## src/rtl/alu_pkg.sv

```systemverilog
// rtl/alu_pkg.sv - shared opcode, FSM state and default parameter definitions for alu_arbiter
package alu_pkg;

    localparam int MUL_CYCLES_DEFAULT = 3;

    typedef enum logic [3:0] {
        OP_ADD = 4'h0,
        OP_SUB = 4'h1,
        OP_MUL = 4'h2,
        OP_AND = 4'h3,
        OP_OR  = 4'h4,
        OP_XOR = 4'h5,
        OP_SLT = 4'h6,
        OP_BEQ = 4'h7,
        OP_BNE = 4'h8
    } op_t;

    typedef enum logic [1:0] {
        S_IDLE = 2'd0,
        S_EXEC = 2'd1,
        S_RESP = 2'd2
    } state_t;

endpackage

```

## src/rtl/alu_core.sv

```systemverilog
// rtl/alu_core.sv - combinational operation evaluation: result, zero flag and illegal-op error
module alu_core
    import alu_pkg::*;
(
    input  logic [3:0]  op,
    input  logic [31:0] a,
    input  logic [31:0] b,
    output logic [63:0] result,
    output logic        zero,
    output logic        err
);

    always_comb begin
        result = '0;
        err    = 1'b0;
        case (op)
            OP_ADD:         result = {32'd0, a + b};
            OP_SUB:         result = {32'd0, a - b};
            OP_MUL:         result = 64'(a) * 64'(b);
            OP_AND:         result = {32'd0, a & b};
            OP_OR:          result = {32'd0, a | b};
            OP_XOR:         result = {32'd0, a ^ b};
            OP_SLT:         result = {63'd0, a < b};
            OP_BEQ, OP_BNE: result = '0;
            default:        err    = 1'b1;
        endcase
    end

    // Branch ops report the comparison through zero; everything else flags a zero result.
    always_comb begin
        case (op)
            OP_BEQ:  zero = (a == b);
            OP_BNE:  zero = (a != b);
            default: zero = (result == '0);
        endcase
    end

endmodule

```

## src/rtl/alu_arbiter.sv

```systemverilog
// rtl/alu_arbiter.sv - two-requester round-robin front end sharing one ALU (IDLE/EXEC/RESP)
module alu_arbiter
    import alu_pkg::*;
#(
    parameter int MUL_CYCLES = MUL_CYCLES_DEFAULT
) (
    input  logic        clk,
    input  logic        rst,
    input  logic [1:0]  req_valid,
    output logic [1:0]  req_ready,
    input  logic [3:0]  req_op0,
    input  logic [3:0]  req_op1,
    input  logic [31:0] req_a0,
    input  logic [31:0] req_a1,
    input  logic [31:0] req_b0,
    input  logic [31:0] req_b1,
    output logic [1:0]  rsp_valid,
    input  logic [1:0]  rsp_ready,
    output logic [63:0] rsp_result,
    output logic        rsp_zero,
    output logic        rsp_err,
    output logic        busy
);

    localparam logic [3:0] MUL_LAST = 4'(MUL_CYCLES - 1);

    state_t      state;
    logic        last_id;
    logic        owner;
    logic        winner;
    logic        accept;
    logic        exec_done;
    logic [3:0]  cnt;
    logic [3:0]  op_q;
    logic [31:0] a_q;
    logic [31:0] b_q;
    logic [63:0] core_result;
    logic        core_zero;
    logic        core_err;

    // On a tie the requester not served most recently wins.
    always_comb begin
        winner = ~last_id;
        if (req_valid == 2'b01) begin
            winner = 1'b0;
        end else if (req_valid == 2'b10) begin
            winner = 1'b1;
        end
    end

    assign req_ready = (state == S_IDLE) ? (winner ? 2'b10 : 2'b01) : 2'b00;
    assign accept    = |(req_valid & req_ready);
    assign exec_done = (op_q == OP_MUL) ? (cnt == MUL_LAST) : 1'b1;

    alu_core u_core (
        .op     (op_q),
        .a      (a_q),
        .b      (b_q),
        .result (core_result),
        .zero   (core_zero),
        .err    (core_err)
    );

    always_ff @(posedge clk) begin
        if (!rst) begin
            state      <= S_IDLE;
            cnt        <= '0;
            last_id    <= 1'b1;
            owner      <= 1'b0;
            op_q       <= '0;
            a_q        <= '0;
            b_q        <= '0;
            rsp_valid  <= 2'b00;
            rsp_result <= '0;
            rsp_zero   <= 1'b0;
            rsp_err    <= 1'b0;
            busy       <= 1'b0;
        end else begin
            case (state)
                S_IDLE: begin
                    if (accept) begin
                        op_q  <= winner ? req_op1 : req_op0;
                        a_q   <= winner ? req_a1 : req_a0;
                        b_q   <= winner ? req_b1 : req_b0;
                        owner <= winner;
                        cnt   <= '0;
                        state <= S_EXEC;
                        busy  <= 1'b1;
                    end
                end
                S_EXEC: begin
                    if (exec_done) begin
                        rsp_result <= core_result;
                        rsp_zero   <= core_zero;
                        rsp_err    <= core_err;
                        rsp_valid  <= owner ? 2'b10 : 2'b01;
                        state      <= S_RESP;
                    end else begin
                        cnt <= cnt + 4'd1;
                    end
                end
                S_RESP: begin
                    if (rsp_ready[owner]) begin
                        rsp_valid <= 2'b00;
                        last_id   <= owner;
                        state     <= S_IDLE;
                        busy      <= 1'b0;
                    end
                end
                default: begin
                    state <= S_IDLE;
                    busy  <= 1'b0;
                end
            endcase
        end
    end

endmodule

```

## config.mk

```make
export PLATFORM = sky130hd
export DESIGN_NAME = alu_arbiter
export DESIGN_NICKNAME = d
export VERILOG_FILES = /design/src/rtl/alu_pkg.sv /design/src/rtl/alu_core.sv /design/src/rtl/alu_arbiter.sv
export SDC_FILE = /design/constraint.sdc
export NUM_CORES = 2
export LEC_CHECK = 0
export CAP_MARGIN = 30
export CORE_MARGIN = 2
export CORE_UTILIZATION = 65
export DETAILED_ROUTE_END_ITERATION = 16
export PLACE_DENSITY_LB_ADDON = 0.1
export REMOVE_ABC_BUFFERS = 1
export SYNTH_ARGS = -nofsm -noshare
export SYNTH_HDL_FRONTEND = slang
export SYNTH_SLANG_ARGS = --single-unit
```

## constraint.sdc

```tcl
create_clock -name clk -period 21.2 [get_ports clk]
set_input_delay 3.18 -clock clk [delete_from_list [all_inputs] [get_ports clk]]
set_output_delay 3.18 -clock clk [all_outputs]
set_load 0.005 [all_outputs]
```

==> results.json <==
{
  "status": "complete, no violations",
  "crit_path_max_fanout": 18,
  "grt_setup_unrepaired": "false",
  "whs_endpoint": "rsp_err$_SDFFE_PN0P_",
  "gp_congestion": 1.068,
  "core_um2": 65860,
  "start_util": 0.6583,
  "post_cts_resized": 0,
  "drc": 0,
  "finalCriticalPeriod_ps": 10530,
  "yosysTopAreaCell": "fa_1",
  "post-dp-hpwl_mm": 127.0,
  "synthDistinctLibCells": 95,
  "cts-htree-levels": 4,
  "ant_nets": 0,
  "via_per_inst": 6.400,
  "syn_area_um2": 43360,
  "worstHoldPathCells": 2,
  "grt_pass1_vias": 41040,
  "drive_gt1_frac": 0.03984,
  "worst_setup_path_start_kind": "flip-flop",
  "dieArea_um2": 68790,
  "drt-total-wl_mm": 161.6,
  "io_buffers": 212,
  "numCtsBuffers": 17,
  "antenna_found_initial": 7,
  "required_ps": 21640,
  "crit_arrival_ps": 10960,
  "cap_violations": 0,
  "cp_slowest_cell": "clkinv_1",
  "clkLatencyLatePin_ps": 510,
  "drv_slew": 0,
  "grt_overflow": 0,
  "r2r_setup_slack_ps": 10670,
  "area_growth_pct": 8.374,
  "num_rows": 94,
  "synth.avg_cell_area_um2": 8.289,
  "ys_async_sr_fraction": 0,
  "timing.final.crit_share": 0.4965,
  "grt_usage": 0.4787,
  "hold_buffers": 0,
  "met3_wirelength_mm": 22.58,
  "grt_max_degree": 90,
  "min_path_type": "reg2reg",
  "setup_tns_ps": 0,
  "clock_skew_ps": 20.92,
  "clk_pin_slew_ps": 80,
  "synth_seq_cells": 145,
  "ys_warn_count": 0,
  "drt_iter0_drc": 4438,
  "cts-root-buf": "clkbuf_16",
  "cts_sinks": 145,
  "synth_seq_area_share": 0.06695,
  "die_w_um": 262.3,
  "io_pins": 213,
  "worstSetupPathType": "reg2reg",
  "r2r_end": "rsp_zero$_SDFFE_PN0P_",
  "vias": 39290,
  "hold_viol": 0,
  "crit_top_cell": "fa_1",
  "yosys-top-cells-area": "fa_1, ha_1, inv_1",
  "fmax_mhz": 95.01,
  "synth_flop_cell": "dfxtp_1",
  "syn_inst": 5231,
  "min_from": "rsp_err$_SDFFE_PN0P_",
  "clk_path_buf_depth": 2,
  "reg2reg_depth": 27,
  "cts_tree": "yes",
  "die_h_um": 262.3,
  "setup_viol": 0,
  "nets": 6660,
  "worstReg2RegStart": "b_q[9]$_SDFFE_PN0P_",
  "met1Wirelength_mm": 55.53,
  "cts_setup_buffers": 0,
  "crit_path_end_kind": "flip-flop",
  "wire_per_inst_um": 26.33,
  "synth_top_area_frac": 0.4141,
  "first_pass_iters": 6,
  "critPathMaxStageDelay_ps": 1030,
  "synth-edff-count": 0,
  "top_layer_used": "met5",
  "routed-wl-met2_mm": 68.17,
  "grt_pass1_wl_mm": 245.9,
  "worst_slew_pin_slew_ps": 1137,
  "max_slew_margin": 0.2411
}
==> routing by layer <==
| metal | vias up | global-route usage |
|---|---|---|
| li1 | 16320 | - |
| met1 | 19180 | 0.5914 |
| met2 | 2949 | 0.7053 |
| met3 | 834 | 0.1550 |
| met4 | 8 | 0.3523 |
| met5 | - | 0 |
==> area by class of cell <==
| cell class | instances | area (um^2) |
|---|---|---|
| clock buffers | 17 | 425.4 |
| repair buffers | 330 | 3123 |
| inverters | 965 | 3625 |
| diodes | 3 | 7.507 |
| well taps | 864 | 1081 |
| multi-input cells | 3799 | 35640 |
| fillers | 5054 | 18870 |
| clock inverters | 15 | 186.4 |
| flip-flops and latches | 145 | 2903 |
==> how the worst max path moves through the flow <==
| stage | cells past startpoint | slack [ps] | end | from |
|---|---|---|---|---|
| 2_1_floorplan | 3 | 10310 | owner$_SDFFE_PN0P_ | req_valid[1] |
| 3_3_place_gp | 27 | 11240 | rsp_zero$_SDFFE_PN0P_ | b_q[9]$_SDFFE_PN0P_ |
| 3_5_place_dp | 27 | 10960 | rsp_zero$_SDFFE_PN0P_ | b_q[9]$_SDFFE_PN0P_ |
| 4_1_cts | 27 | 10930 | rsp_zero$_SDFFE_PN0P_ | b_q[9]$_SDFFE_PN0P_ |
| 5_1_grt | 27 | 10390 | rsp_zero$_SDFFE_PN0P_ | b_q[9]$_SDFFE_PN0P_ |
| 6_report | 27 | 10670 | rsp_zero$_SDFFE_PN0P_ | b_q[9]$_SDFFE_PN0P_ |
==> per-stage QoR <==
| step | instance area [um^2] | instances | hold WS (ps) | setup WS (ps) | utilization |
|---|---|---|---|---|---|
| global route | 46980 | 6135 | 481.2 | 10390 | 0.7134 |
| finish | 46990 | 6138 | 458.6 | 10670 | 0.7135 |
| detailed placement | 46340 | 6102 | 449.4 | 10960 | 0.7036 |
| CTS | 46960 | 6134 | 460.3 | 10930 | 0.7129 |
| global placement | 46200 | 6096 | 445.1 | 11240 | 0.7015 |
| floorplan | 42120 | 4909 | 448.2 | 10310 | - |
==> registers in the layout, indices dropped and copies added (netlist names) <==
register and cells:
op_q 4, rsp_result 64, busy 1, a_q 32, state 2, rsp_zero 1, last_id 1, rsp_valid 2
b_q 32, cnt 4, owner 1, rsp_err 1
==> placed cells by master, fill, tap and decap left out, drive strengths merged, types with 50 or more instances in the layout <==
| cell type | netlist | routed |
|---|---|---|
| inv | 950 | 955 |
| xnor2 | 56 | 56 |
| ha | 363 | 363 |
| nor2 | 869 | 869 |
| clkdlybuf4s50 | 0 | 212 |
| a21oi | 197 | 197 |
| fa | 897 | 897 |
| nor3 | 58 | 58 |
| nand2 | 573 | 573 |
| mux2i | 75 | 75 |
| buf | 75 | 118 |
| nand3 | 50 | 50 |
| o21ai | 117 | 117 |
| dfxtp | 145 | 145 |
| a211oi | 94 | 94 |
==> cells by family (layout without fill, tap and decap cells) <==
group	count (synthesis)	after routing	share of synthesized area
XOR/XNOR	81	81	0.01636
flip-flops	145	145	0.06695
AO/OA/AOI/OAI	674	674	0.1056
buffers and inverters	1287	1327	0.1122
multiplexers	77	77	0.01783
adder cells (fa/ha/maj)	1261	1261	0.5191
AND/OR/NAND/NOR	1706	1706	0.1620
other	0	3	0
==> cells in the mapped netlist (all sizes together), types with 8 or more instances <==
master and instances:
o31ai 29, fa 897, buf 75, a21oi 197
nor3 58, dfxtp 145, xor2 25, a31oi 23
clkinv 15, o21ai 117, nand2 573, nor2b 16
o2111ai 8, xnor2 56, or4 8, mux2i 75
o21bai 12, nand2b 18, o22ai 8, clkbuf 247
ha 363, o221ai 14, a21boi 8, a2111oi 10
o211ai 22, nand3 50, and2 8, nor4 18
o21a 8, a221oi 18, a22oi 22, nand4 40
inv 950, and3 13, nor2 869, a211oi 94
or3 11, a21o 22
==> worst max-delay path: cells and delay by family, from the launching register on <==
kind                       cells  cell delay (ps)
AOI/OAI and AO/OA              5             1280
and+or+nand+nor                8             2500
adders and majority gates      9             4450
DFF                            1              940
buffers and inverters          5             1260
Power is left out: the tool's default activity adds up to more than one toggle a clock period on the data nets, which glitch-free logic cannot reach.
